<file path="src/rtl/subset_scanner.sv">
// Raster-scans the full 2^(2*COORD_W) grid, classifying each point against up to
// eight circular sets and counting the points that satisfy the selected combination.
module subset_scanner #(
    parameter int COORD_W  = 4,
    parameter int NUM_SETS = 3
) (
    input  logic                          clk,
    input  logic                          rst,
    input  logic                          en,
    input  logic [NUM_SETS*2*COORD_W-1:0] central,
    input  logic [NUM_SETS*2*COORD_W-1:0] radius_square,
    input  logic [1:0]                    mode,
    output logic                          busy,
    output logic                          hit_valid,
    output logic                          hit,
    output logic [2*COORD_W-1:0]          hit_pos,
    output logic                          valid,
    output logic [2*COORD_W:0]            count
);
    localparam int PW = 2 * COORD_W;
    localparam int DW = PW + 1;
    localparam int SW = NUM_SETS * PW;

    typedef enum logic [1:0] {IDLE, SCAN, DRAIN, DONE} state_t;

    state_t                       state_q, state_d;
    logic [PW-1:0]                p_q, p_d;
    logic [SW-1:0]                cen_q, cen_d;
    logic [SW-1:0]                rad_q, rad_d;
    logic [1:0]                   mode_q, mode_d;

    logic                         s1_vld_q, s1_vld_d;
    logic [PW-1:0]                s1_pos_q, s1_pos_d;
    logic [NUM_SETS-1:0][PW-1:0]  dx2_q, dx2_d;
    logic [NUM_SETS-1:0][PW-1:0]  dy2_q, dy2_d;

    logic                         hv_q, hv_d;
    logic                         hit_q, hit_d;
    logic [PW-1:0]                hpos_q, hpos_d;
    logic [DW-1:0]                cnt_q, cnt_d;

    logic [NUM_SETS-1:0][COORD_W-1:0] dx_c, dy_c;
    logic [NUM_SETS-1:0][DW-1:0]      dist_c;
    logic [NUM_SETS-1:0]              in_c;
    logic [3:0]                       n_in;
    logic                             others_in;
    logic                             comb_hit;

    // Stage 1: per-set squared axis distances of the point currently being issued
    always_comb begin
        dx_c  = '0;
        dy_c  = '0;
        dx2_d = '0;
        dy2_d = '0;
        for (int unsigned i = 0; i < NUM_SETS; i++) begin
            logic [COORD_W-1:0] cx, cy, px, py;
            cx = cen_q[i*PW+COORD_W +: COORD_W];
            cy = cen_q[i*PW +: COORD_W];
            px = p_q[PW-1:COORD_W];
            py = p_q[COORD_W-1:0];
            dx_c[i]  = (px >= cx) ? (px - cx) : (cx - px);
            dy_c[i]  = (py >= cy) ? (py - cy) : (cy - py);
            dx2_d[i] = PW'(dx_c[i]) * PW'(dx_c[i]);
            dy2_d[i] = PW'(dy_c[i]) * PW'(dy_c[i]);
        end
        s1_vld_d = (state_q == SCAN);
        s1_pos_d = p_q;
    end

    // Stage 2: membership tests and set combination
    always_comb begin
        dist_c    = '0;
        in_c      = '0;
        n_in      = '0;
        others_in = 1'b0;
        for (int unsigned i = 0; i < NUM_SETS; i++) begin
            dist_c[i] = {1'b0, dx2_q[i]} + {1'b0, dy2_q[i]};
            in_c[i]   = (dist_c[i] <= {1'b0, rad_q[i*PW +: PW]});
            n_in      = n_in + 4'(in_c[i]);
            if (i != 0) others_in = others_in | in_c[i];
        end
        case (mode_q)
            2'd0:    comb_hit = (n_in != '0);
            2'd1:    comb_hit = (n_in == 4'(NUM_SETS));
            2'd2:    comb_hit = (n_in == 4'd1);
            default: comb_hit = in_c[0] & ~others_in;
        endcase
    end

    always_comb begin
        state_d = state_q;
        p_d     = p_q;
        cen_d   = cen_q;
        rad_d   = rad_q;
        mode_d  = mode_q;
        cnt_d   = cnt_q;
        hv_d    = s1_vld_q;
        hit_d   = s1_vld_q & comb_hit;
        hpos_d  = s1_pos_q;

        case (state_q)
            IDLE: begin
                if (en) begin
                    state_d = SCAN;
                    p_d     = '0;
                    cen_d   = central;
                    rad_d   = radius_square;
                    mode_d  = mode;
                    cnt_d   = '0;
                end
            end
            SCAN: begin
                p_d = p_q + PW'(1);
                if (p_q == '1) state_d = DRAIN;
            end
            // Leave once the final grid point has reached the output register
            DRAIN: begin
                if (hv_q && (hpos_q == '1)) state_d = DONE;
            end
            DONE: state_d = IDLE;
            default: state_d = IDLE;
        endcase

        if (s1_vld_q && comb_hit) cnt_d = cnt_q + DW'(1);
    end

    always_ff @(posedge clk) begin
        if (rst) begin
            state_q  <= IDLE;
            p_q      <= '0;
            cen_q    <= '0;
            rad_q    <= '0;
            mode_q   <= '0;
            s1_vld_q <= 1'b0;
            s1_pos_q <= '0;
            dx2_q    <= '0;
            dy2_q    <= '0;
            hv_q     <= 1'b0;
            hit_q    <= 1'b0;
            hpos_q   <= '0;
            cnt_q    <= '0;
        end else begin
            state_q  <= state_d;
            p_q      <= p_d;
            cen_q    <= cen_d;
            rad_q    <= rad_d;
            mode_q   <= mode_d;
            s1_vld_q <= s1_vld_d;
            s1_pos_q <= s1_pos_d;
            dx2_q    <= dx2_d;
            dy2_q    <= dy2_d;
            hv_q     <= hv_d;
            hit_q    <= hit_d;
            hpos_q   <= hpos_d;
            cnt_q    <= cnt_d;
        end
    end

    assign busy      = (state_q != IDLE);
    assign valid     = (state_q == DONE);
    assign hit_valid = hv_q;
    assign hit       = hit_q;
    assign hit_pos   = hpos_q;
    assign count     = cnt_q;

endmodule

</file>
<file path="config.mk">
export PLATFORM = sky130hd
export DESIGN_NAME = subset_scanner
export DESIGN_NICKNAME = d
export VERILOG_FILES = /design/src/rtl/subset_scanner.sv
export SDC_FILE = /design/constraint.sdc
export NUM_CORES = 1
export LEC_CHECK = 0
export CORE_MARGIN = 5
export CORE_UTILIZATION = 25
export CTS_CLUSTER_DIAMETER = 50
export DETAILED_ROUTE_END_ITERATION = 16
export GPL_ROUTABILITY_DRIVEN = 0
export PLACE_DENSITY_LB_ADDON = 0.12
export RECOVER_POWER = 25
export SKIP_CTS_REPAIR_TIMING = 1
export SYNTH_ARGS = -nofsm -noshare
export SYNTH_HDL_FRONTEND = slang
export SYNTH_SLANG_ARGS = --single-unit
</file>
<file path="constraint.sdc">
create_clock -name clk -period 7.29 [get_ports clk]
set_clock_uncertainty 0.2 [all_clocks]
set_input_delay 1.8225 -clock clk [delete_from_list [all_inputs] [get_ports clk]]
set_output_delay 1.8225 -clock clk [all_outputs]
set_load 0.01 [all_outputs]
</file>
==> results.yml <==
floorplan:
  start_util_pct: 25.4
  io_pins: 74
  die_width_um: 192
  dieArea_um2: 37000
  placement_rows: 66
  core-area_um2: 32700
  die_h_um: 192
pwr:
  ir_drop_v: 0.000173
  power_density_nw_per_um2: 350
  power.leakage_uw: 0.00415
drt:
  drt-total-wl_mm: 21.4
  wl_per_cell_um: 14.3
  via_per_inst: 4.40
  drtAntennaViolNets: 0
  vias: 6572
  drtIter0Drc: 285
  drt-pass1-iter-count: 4
  drc: 0
layout:
  drive_gt1_share_pct: 3.99
  fillerInstances: 3547
  final_util_pct: 30.9
  insertedDiodeCount: 0
  layout.nets: 1236
  area_growth_pct: 21.8
  finish.instance_area_um2: 10100
synthesis:
  ys_seq_elements: 130
  ys_seq_area_share_pct: 31.3
  synth-main-ff-cell: "dfxtp_1"
  synthesis.instances: 977
  synth_warnings: 0
  yosysMostFrequentCell: "dfxtp_1"
  avgSynthCellArea_um2: 8.50
  synth_area_leaders: "dfxtp_1 (31%), ha_1 (19%), a21oi_1 (5.8%)"
  synth_edf_count: 0
  synth_top_area_share_pct: 31.3
  ys_types: 54
  synth_nets: 1172
  netlist_area_um2: 8300
  ys_top_cells_by_count: "dfxtp_1 (130), ha_1 (124), nand2_1 (122)"
  ys_async_sr_fraction_pct: 0
  yosysTopAreaCell: "dfxtp_1"
timing:
  rsz0062_at_grt: "false"
  tightestPinTransition_ps: 3590
  max_freq_mhz: 188
  setup_viol: 0
  slew_viol_final: 81
  min_period_over_period_pct: 72.8
  layout_min_cycle_time_ps: 5310
  max_slew_margin_pct: -139
  setup_tns_ps: 0
  final_hold_viol_count: 0
critical_path:
  r2r-start: "p_q[5]"
  cp_data_arrival_time_ps: 5210
  critPathKind: "in -> reg"
  crit_family: "buffers and inverters"
  critPathRequiredTime_ps: 7190
  crit_chain: "buf_4 -> clkbuf_1 -> nor2b_1"
  slowest_stage: "clkbuf_1"
  crit_fanout: 80
  cp-start-kind: "input port"
  critPathLaunch: "rst"
  crit_path_max_incr_delay_ps: 2580
  crit_path_end_kind: "flop"
  cp_num_buf_inv: 2
job:
  maxCapViolations: 1
placement:
  dpl_cell_area_um2: 9490
  hpwl_mm: 16.5
  io_buffers: 73
clocking:
  clkLatencyLatePin_ps: 430
  cts_tree: "done"
  numClockSinks: 130
  cts_buffers: 17
  cts_root_buf: "clkbuf_16"
  clock_path_buffers: 2
  h-tree-depth: 4
  path_clk_slew_ps: 60
outcome:
  violations: "max-capacitance violations, max-slew violations"
  outcome: "finished, violations left"
worst_hold_path:
  hp-class: "reg -> reg"
  worstHoldStart: "hpos_d[0]"
grt:
  overflow: 0
  grt_pass1_vias: 6581
  antenna_found_initial: 0
  grt_pass1_wl_mm: 35.2
  grt_max_degree: 81
  grt_usage_pct: 12.1
==> where the power goes <==
part,internal (uW),total (uW),switching [uW]
sequential,846,932,86.0
clock,593,916,323
combinational,712,1700,985
==> worst paths after layout <==
| check | cells past startpoint | to | slack (ps) |
|---|---|---|---|
| worst max-delay path | 3 | hit_valid | 1980 |
| worst min-delay path | 1 | hit_pos[0] | 230 |
| worst max register to register | 15 | dx2_q[23] | 2450 |
| worst min register to register | 1 | hit_pos[0] | 230 |
==> cells in the final DEF, fill, tap and decap left out, types with 18 or more instances in the layout <==
cell	Yosys	final
inv_1	86	86
ha_1	124	124
fa_1	18	18
dfxtp_1	130	130
nand2_1	122	121
nor2_1	79	79
xnor2_1	34	34
a21o_1	31	31
nor3_1	22	22
nor2b_1	27	27
clkdlybuf4s50_1	0	72
a21oi_1	97	97
==> registers in the layout, summed over array words and instances (netlist names) <==
| name | cells |
|---|---|
| hit_valid | 1 |
| dy2_q | 21 |
| hit | 1 |
| cen_q | 24 |
| count | 9 |
| hpos_d | 8 |
| state_q | 2 |
| hit_pos | 8 |
| hv_d | 1 |
| rad_q | 24 |
| mode_q | 2 |
| dx2_q | 21 |
| p_q | 8 |
==> layout make-up <==
class / instances / area, um^2 / area share (%)
multi-input cells: 728 / 5250 / 51.9
clock inverters: 10 / 158 / 1.56
well taps: 442 / 553 / 5.47
inverters: 87 / 327 / 3.23
clock buffers: 20 / 467 / 4.61
flip-flops and latches: 130 / 2600 / 25.7
repair buffers: 77 / 754 / 7.46
==> cell families (layout without fill, tap and decap cells) <==
family / after synthesis / in the layout / share of synthesized area [%]
muxes: 17 / 17 / 2.05
and+or+nand+nor: 316 / 316 / 17.6
adders and majority gates: 142 / 142 / 23.0
buffers and inverters: 119 / 194 / 5.43
AOI/OAI and AO/OA: 207 / 207 / 15.7
DFF: 130 / 130 / 31.3
xor gates and xnor gates: 46 / 46 / 4.85
==> per-stage QoR <==
step	hold WS (ps)	cells	setup WS, ps	total power, uW
floorplan	214	977	2820	2230
global placement	223	1464	2510	2680
detailed placement	228	1464	2480	2680
CTS	240	1494	2440	3620
global route	251	1494	1390	3880
finish	232	1494	1980	3540
==> routing by layer <==
layer	part of all wire (%)	routed length [um]	GRT usage (%)	up-vias
li1	-	-	-	3461
met1	51	10900	16.8	3016
met2	45	9560	19.0	83
met3	3.6	774	2.71	12
met4	1.1	226	3.18	0
met5	0	0	0	-
Note: power is estimated with default switching activity, not from simulation.
